<file path="src/rtl/trap_ctrl_pkg.sv">
// Shared definitions for the trap controller: cause codes, FSM states and
// the interrupt-priority helper.
package trap_ctrl_pkg;

    localparam logic [3:0] CAUSE_MSI = 4'd3;
    localparam logic [3:0] CAUSE_MTI = 4'd7;
    localparam logic [3:0] CAUSE_MEI = 4'd11;

    typedef enum logic [2:0] {
        IDLE,
        TRAP_REQ,
        TRAP_WAIT,
        MRET_REQ,
        MRET_WAIT,
        REDIRECT
    } trap_state_type;

    // Cause fields carried to the CSR file; eint becomes mcause[31].
    typedef struct packed {
        logic [3:0] ecause;
        logic       eint;
    } trap_cause_type;

    // pending is {meip, mtip, msip}; external beats software beats timer.
    function automatic trap_cause_type irq_cause(input logic [2:0] pending);
        trap_cause_type c;
        c.eint = 1'b1;
        if (pending[2]) begin
            c.ecause = CAUSE_MEI;
        end else if (pending[0]) begin
            c.ecause = CAUSE_MSI;
        end else begin
            c.ecause = CAUSE_MTI;
        end
        return c;
    endfunction

endpackage

</file>
<file path="src/rtl/trap_ctrl_irq_sync.sv">
// Level synchroniser for one asynchronous interrupt line, STAGES flops deep.
module irq_sync #(
    parameter int unsigned STAGES = 2
) (
    input  logic clk_i,
    input  logic rst_ni,
    input  logic d_i,
    output logic q_o
);

    logic [STAGES-1:0] sync_q;

    always_ff @(posedge clk_i or negedge rst_ni) begin
        if (!rst_ni) begin
            sync_q <= '0;
        end else begin
            sync_q <= {sync_q[STAGES-2:0], d_i};
        end
    end

    assign q_o = sync_q[STAGES-1];

endmodule

</file>
<file path="src/rtl/trap_ctrl.sv">
// Trap/mret initiator: arbitrates exceptions, mret and interrupts, hands the
// request to the CSR file, waits for its acknowledge and redirects fetch.
module trap_ctrl
    import trap_ctrl_pkg::*;
#(
    parameter int unsigned XLEN        = 32,
    parameter int unsigned SYNC_STAGES = 2
) (
    input  logic            clk,
    input  logic            rst,
    input  logic            valid,
    input  logic [XLEN-1:0] pc,
    input  logic [XLEN-1:0] npc,
    input  logic            exc_req,
    input  logic [3:0]      exc_cause,
    input  logic [XLEN-1:0] exc_tval,
    input  logic            mret_req,
    input  logic            ext_irq,
    input  logic            tim_irq,
    input  logic            sw_irq,
    input  logic            mstatus_mie,
    input  logic [2:0]      mie_en,
    input  logic            csr_exc_ack,
    input  logic            csr_mret_ack,
    input  logic [XLEN-1:0] csr_mtvec,
    input  logic [XLEN-1:0] csr_mepc,
    output logic            csr_exception,
    output logic [XLEN-1:0] csr_epc,
    output logic [3:0]      csr_ecause,
    output logic            csr_eint,
    output logic [XLEN-1:0] csr_etval,
    output logic            csr_mret,
    output logic [2:0]      mip_o,
    output logic            stall,
    output logic            redirect,
    output logic [XLEN-1:0] redirect_pc
);

    trap_state_type  state_q, state_d;
    logic [XLEN-1:0] epc_q, epc_d;
    logic [XLEN-1:0] tval_q, tval_d;
    logic [XLEN-1:0] rpc_q, rpc_d;
    trap_cause_type  cause_q, cause_d;
    logic [2:0]      pending;

    irq_sync #(.STAGES(SYNC_STAGES)) u_sync_ext (
        .clk_i (clk), .rst_ni(rst), .d_i(ext_irq), .q_o(mip_o[2])
    );
    irq_sync #(.STAGES(SYNC_STAGES)) u_sync_tim (
        .clk_i (clk), .rst_ni(rst), .d_i(tim_irq), .q_o(mip_o[1])
    );
    irq_sync #(.STAGES(SYNC_STAGES)) u_sync_sw (
        .clk_i (clk), .rst_ni(rst), .d_i(sw_irq), .q_o(mip_o[0])
    );

    assign pending = mip_o & mie_en & {3{mstatus_mie}};

    always_ff @(posedge clk or negedge rst) begin
        if (!rst) begin
            state_q <= IDLE;
            epc_q   <= '0;
            tval_q  <= '0;
            rpc_q   <= '0;
            cause_q <= '0;
        end else begin
            state_q <= state_d;
            epc_q   <= epc_d;
            tval_q  <= tval_d;
            rpc_q   <= rpc_d;
            cause_q <= cause_d;
        end
    end

    always_comb begin
        state_d = state_q;
        epc_d   = epc_q;
        tval_d  = tval_q;
        rpc_d   = rpc_q;
        cause_d = cause_q;
        case (state_q)
            IDLE: begin
                if (exc_req) begin
                    epc_d          = pc;
                    tval_d         = exc_tval;
                    cause_d.ecause = exc_cause;
                    cause_d.eint   = 1'b0;
                    state_d        = TRAP_REQ;
                end else if (mret_req) begin
                    state_d = MRET_REQ;
                end else if (valid && (pending != 3'b000)) begin
                    // Interrupt resumes at the next sequential instruction.
                    epc_d   = npc;
                    tval_d  = '0;
                    cause_d = irq_cause(pending);
                    state_d = TRAP_REQ;
                end
            end
            TRAP_REQ: state_d = TRAP_WAIT;
            TRAP_WAIT: begin
                if (csr_exc_ack) begin
                    rpc_d   = csr_mtvec;
                    state_d = REDIRECT;
                end
            end
            MRET_REQ: state_d = MRET_WAIT;
            MRET_WAIT: begin
                if (csr_mret_ack) begin
                    rpc_d   = csr_mepc;
                    state_d = REDIRECT;
                end
            end
            REDIRECT: state_d = IDLE;
            default:  state_d = IDLE;
        endcase
    end

    assign csr_exception = (state_q == TRAP_REQ);
    assign csr_mret      = (state_q == MRET_REQ);
    assign redirect      = (state_q == REDIRECT);
    assign stall         = (state_q != IDLE);
    assign csr_epc       = epc_q;
    assign csr_etval     = tval_q;
    assign csr_ecause    = cause_q.ecause;
    assign csr_eint      = cause_q.eint;
    assign redirect_pc   = rpc_q;

endmodule

</file>
<file path="config.mk">
export PLATFORM = sky130hd
export DESIGN_NAME = trap_ctrl
export DESIGN_NICKNAME = d
export VERILOG_FILES = /design/src/rtl/trap_ctrl_pkg.sv /design/src/rtl/trap_ctrl_irq_sync.sv /design/src/rtl/trap_ctrl.sv
export SDC_FILE = /design/constraint.sdc
export NUM_CORES = 1
export LEC_CHECK = 0
export CAP_MARGIN = 10
export CORE_MARGIN = 5
export CORE_UTILIZATION = 39
export DETAILED_ROUTE_END_ITERATION = 12
export PLACE_DENSITY_LB_ADDON = 0.08
export SYNTH_ARGS = -nofsm -noshare
export SYNTH_HDL_FRONTEND = slang
export SYNTH_HIERARCHICAL = 1
export SYNTH_SLANG_ARGS = --single-unit
</file>
<file path="constraint.sdc">
create_clock -name clk -period 2.39 [get_ports clk]
set_input_delay 0.3585 -clock clk [delete_from_list [all_inputs] [get_ports clk]]
set_output_delay 0.3585 -clock clk [all_outputs]
set_load 0.02 [all_outputs]
</file>
==> impl_metrics.yaml, run 1 <==
outcome:
  status: "complete, no violations"
yosys:
  syn_avg_cell_area_sq_um: 15.6
  ys_ff_latch: 110
  synth_top_area_share: 0.529
  synth-simple-area-share: 0.0250
  async_reset_ff_frac: 1.00
  seq_area_frac_synth: 0.529
  synthCells: 333
  synth_top_family_by_area: "multiplexers"
  synth_common_cells: "110 x dfrtp_1, 58 x mux2_4, 45 x mux2_2"
  netlist_area_sq_mm: 0.00521
  synthAdderAreaFrac: 0
  ys_warn_count: 6
  ys.flop_type: "dfrtp_1"
  syn-num-nets: 511
  synthMuxAreaShare: 0.323
  synthTopCellsByArea: "dfrtp_1 53%, mux2_4 17%, mux2_2 9.7%"
  synth_edf_count: 0
  synth.most_common_cell: "dfrtp_1"
  synth_xor_area_frac: 0
  yosysTopAreaCell: "dfrtp_1"
  synth_compound_area_frac: 0.0815
  synth_cell_types: 36
detailed_routing:
  drt_iter0_drc: 149
  via_per_inst: 4.84
  first_pass_iters: 4
  wl_um: 15100
  wire_per_inst_um: 19.0
  ant_nets: 0
  route.detailed.drc: 0
  vias: 3857
timing:
  finalSetupViolCount: 0
  holdWs_ps: 349
  worst_slew_pin_slew_ps: 502
  rsz0062_at_grt: "no"
  hold_violations: 0
  relSlewSlack: 0.665
  fin_worst_skew_ps: 10.5
  fin_crit_ps: 2260
  clock.fmax_mhz: 442
  post-route-period-util: 0.947
  setup_tns_ps: 0
  drv_slew: 0
placed_design:
  io_buffers: 285
  dp.final_hpwl_um: 11500
  gp_congestion: 0.822
layout:
  drive_above_1_share: 0.222
  area.growth.synth_to_final_pct: 63.0
  n_antenna_cell: 0
  nets: 794
floorplan:
  core_area_sq_mm: 0.0132
  pin_count: 286
  dieArea_sq_mm: 0.0158
  rows: 42
  die_x_um: 126
  fp.dieH_um: 126
  start_util: 0.395
worst_setup_path:
  crit_chain: "inv_1, nor3b_1, clkdlybuf4s50_1"
  slowest_delay_ps: 670
  cp.required_ps: 2030
  critPathLaunchType: "register"
  cp-end-kind: "output pin"
  path_buf_inv: 2
  critPathSlowestCell: "clkdlybuf4s50_1"
  worstPathArrival_ps: 1910
  path_delay_family: "buffers and inverters"
  path_max_fanout: 8
  path_class: "register to output pin"
clock_network:
  cts.sinks: 110
  cts_root_buffer: "clkbuf_16"
  numCtsBuffers: 9
  clock_latency_ps: 350
  htreeDepth: 3
  postCtsSetupBuffers: 0
  cts.clk_slew.worst_paths_ps: 70
  cts_tree: "yes"
  clockBufferDepth: 2
global_route:
  grt_pass1_vias: 4213
  grt_max_degree: 60
  globalRouteOverflowTotal: 0
  grt_pass1_wl_um: 23800
  antenna_found_initial: 0
  grtUsageTotal: 0.191
power:
  vdd_drop_max_mv: 0.537
  p_per_area_mw_per_mm2: 1240
  leakage_nw: 3.57
job:
  maxCapViolCount: 0
min_path:
  hold_class: "register to register"
[power by group]
group	switching, W	internal [W]	total, W	leakage, nW
clock	0.000665	0.000842	0.00151	0.146
sequential	0.000563	0.00277	0.00333	1.32
combinational	0.00246	0.00319	0.00565	2.11
[placed cells by master (no fill, tap or decap), types with 2 or more instances in the layout]
cell / n
nand3b_1: 2
a22o_1: 33
dfrtp_1: 110
buf_4: 7
nand2_1: 3
a221oi_1: 2
mux2_1: 27
mux2_2: 45
o22a_1: 2
buf_12: 3
clkinv_2: 2
mux2_4: 58
clkbuf_16: 9
clkdlybuf4s50_1: 283
o21ai_0: 2
inv_1: 3
nor3b_1: 2
a21o_1: 2
[final timing paths]
kind / from / endpoint / slack [ps] / depth (start not counted)
max: state_q[2] / redirect / 130 / 3
min: u_sync_tim/sync_q[0] / u_sync_tim/sync_q[1] / 350 / 0
max reg2reg: state_q[1] / redirect_pc[29] / 430 / 4
min reg2reg: u_sync_tim/sync_q[0] / u_sync_tim/sync_q[1] / 350 / 0
max in group asynchronous: rst / csr_epc[28] / 1170 / 3
min in group asynchronous: rst / csr_etval[13] / 520 / 2
[sequential cells by signal, indices dropped and copies added (netlist names)]
register,count
u_sync_ext/sync_q,2
u_sync_sw/sync_q,2
csr_etval,32
csr_eint,1
u_sync_tim/sync_q,2
state_q,3
csr_epc,32
csr_ecause,4
redirect_pc,32
[routing by layer]
layer,global-route usage,up-vias,wire [um]
li1,-,1792,-
met1,0.231,1877,6260
met2,0.310,171,7280
met3,0.0725,17,1260
met4,0.0721,0,317
met5,0,-,0
[kinds of logic (layout without fill, tap and decap cells)]
family	after synthesis	after routing
mux	130	130
compound gates	49	49
simple gates	18	18
buf+inv	26	314
flops	110	110
[through the flow]
stage | cell area, sq um | power (W) | utilization | worst slack [ps] | cells
global route | 8490 | 0.0110 | 0.643 | 34.7 | 797
floorplan | 5210 | 0.00650 | - | 673 | 333
finish | 8490 | 0.0105 | 0.643 | 126 | 797
CTS | 8490 | 0.0106 | 0.643 | 66.8 | 797
detailed placement | 8180 | 0.00905 | 0.620 | 300 | 780
global placement | 8180 | 0.00899 | 0.620 | 317 | 780
[worst register-to-register path, delay by kind of cell (launching register included)]
family | cells | cell delay (ps)
mux | 2 | 660
flops | 1 | 540
buf+inv | 1 | 370
simple gates | 1 | 260
[area by class of cell]
type                    instances  area [sq um]
fillers                      1050          4700
repair buffers                295          2960
flip-flops and latches        110          2750
multi-input cells             197          2240
clock buffers                  11           243
well taps                     176           220
clock inverters                 5          56.3
inverters                       3          11.3
[repair_timing]
| item | CTS | global route |
|---|---|---|
| setup endpoints to repair | 0 | 1 |
| resized for setup | 0 | 0 |
| hold buffers | 1 | 0 |
| hold endpoints to repair | 37 | 0 |
(Power assumes the default switching activity.)
==> inputs of run 2 (changes only) <==
Settings changed: GPL_ROUTABILITY_DRIVEN set to 0.
==> results of run 2 <==
The final DEF is identical to that of run 1; final timing and power are the same.
==> inputs of run 3 (changes only) <==
Settings changed: CORE_MARGIN 5 to 2.
==> run 3 against run 2 <==
Wire length shrank 5.5%. Largest power group unchanged. Largest cell class unchanged. Sequential share of layout area barely moved. Non-clock buffer count is 1 higher. Total power decreased by 0.71%. Critical path type unchanged.
==> impl_metrics.yaml, run 3 (synthesis results as in run 1) <==
worst_setup_path:
  path_delay_family: "buffers and inverters"
  slowest_delay_ps: 670
  path_class: "register to output pin"
  path_buf_inv: 2
  cp-end-kind: "output pin"
  crit_chain: "inv_1, nor3b_1, clkdlybuf4s50_1"
  critPathLaunchType: "register"
  critPathSlowestCell: "clkdlybuf4s50_1"
  cp.required_ps: 2030
  worstPathArrival_ps: 1910
  path_max_fanout: 8
job:
  maxCapViolCount: 0
layout:
  fin_cells: 799
  area.growth.synth_to_final_pct: 63.0
  final_common_cell: "clkdlybuf4s50_1"
  num-fill-cells: 1027
  design_area_sq_mm: 0.00848
  drive_above_1_share: 0.225
  register_area_sq_mm: 0.00275
  multi_input_area_sq_mm: 0.00224
  final_cell_mix: "283 x clkdlybuf4s50_1, 109 x dfrtp_1, 58 x mux2_4"
  nets: 795
placed_design:
  dp_cells: 781
  dp.final_hpwl_um: 10800
  placed_cell_area_sq_mm: 0.00819
  pre_cts_ws_ps: 298
  io_buffers: 285
timing:
  drv_slew: 0
  clock.fmax_mhz: 440
  hold_violations: 0
  rsz0062_at_grt: "no"
  relSlewSlack: 0.713
  fin_crit_ps: 2270
  finalSetupViolCount: 0
  worst_slew_pin_slew_ps: 430
  setup_tns_ps: 0
  timing.final.ws_setup_ps: 119
  post-route-period-util: 0.950
  fin_worst_skew_ps: 12.7
floorplan:
  fp.dieH_um: 120
  rows: 42
  start_util: 0.396
  dieArea_sq_mm: 0.0143
  pin_count: 286
  die_x_um: 120
  core_area_sq_mm: 0.0131
clock_network:
  postCtsSetupBuffers: 0
  cts_tree: "yes"
  numCtsBuffers: 9
  htreeDepth: 3
  cts.clk_slew.worst_paths_ps: 80
  cts_root_buffer: "clkbuf_16"
  clock_latency_ps: 360
  cts.sinks: 110
  clockBufferDepth: 2
detailed_routing:
  vias: 3864
  wl_um: 14300
  ant_nets: 0
  wire_per_inst_um: 17.9
  via_per_inst: 4.84
  first_pass_iters: 6
  route.detailed.drc: 0
  drt_iter0_drc: 179
global_route:
  globalRouteOverflowTotal: 0
  grt_max_degree: 44
  grt_pass1_wl_um: 22700
  grtUsageTotal: 0.204
  grt_pass1_vias: 4241
  antenna_found_initial: 1
power:
  power_w: 0.0104
  p_per_area_mw_per_mm2: 1230
  vdd_drop_max_mv: 0.592
  leakage_nw: 3.57
min_path:
  hold_class: "register to register"
outcome:
  status: "complete, no violations"
-- run 3: cell count changes in the layout (fill, tap and decap cells not counted), sizes merged --
cell,before,now
diode,0,1
inv,4,5
buf,11,12
bufinv,1,0
-- run 3: worst register-to-register path: stages (launching register included) --
cell and delay, ps:
dfrtp_1 530, nor3b_4 250, buf_4 360, mux2_1 420, mux2_4 270
-- run 3: worst paths after layout --
path	cells past startpoint	endpoint	slack, ps	from
worst max-delay path	3	redirect	120	state_q[2]
worst min-delay path	0	u_sync_ext/sync_q[1]	350	u_sync_ext/sync_q[0]
worst max register to register	4	redirect_pc[8]	460	state_q[2]
worst min register to register	0	u_sync_ext/sync_q[1]	350	u_sync_ext/sync_q[0]
max in group asynchronous	3	redirect_pc[28]	1280	rst
min in group asynchronous	2	csr_epc[29]	480	rst
-- run 3: repair_timing --
action,in CTS,in global routing
hold buffers,1,0
hold endpoints to repair,29,0
setup endpoints to repair,0,1
resized for setup,0,1
-- run 3: metrics by stage --
step / util / hold slack [ps]
final: 0.646 / 345
after global routing: 0.646 / 361
after CTS: 0.646 / 352
after detailed placement: 0.623 / 325
after global placement: 0.623 / 320
after floorplan: - / 62.9
-- run 3: area by class of cell --
| class | instances | share of cell area |
|---|---|---|
| antenna | 1 | 0.000295 |
| clock buffer | 11 | 0.0286 |
| clock inverter | 5 | 0.00501 |
| inverter | 3 | 0.00133 |
| multi-input combinational | 197 | 0.264 |
| sequential | 110 | 0.325 |
| tap | 176 | 0.0260 |
| timing repair buffer | 296 | 0.350 |
-- run 3: power by group --
part           total [W]  internal [W]  switching, W
logic            0.00563       0.00319       0.00244
clock network    0.00144      0.000748      0.000696
registers        0.00334       0.00277      0.000572
total             0.0104       0.00671       0.00371
-- run 3: per-layer routing --
layer  vias to the layer above  share of wire  track usage
met5                         -              0            0
met4                         0          0.023       0.0794
met3                        18          0.093       0.0665
met2                       186           0.49        0.345
met1                      1860           0.39        0.242
li1                       1800              -            -
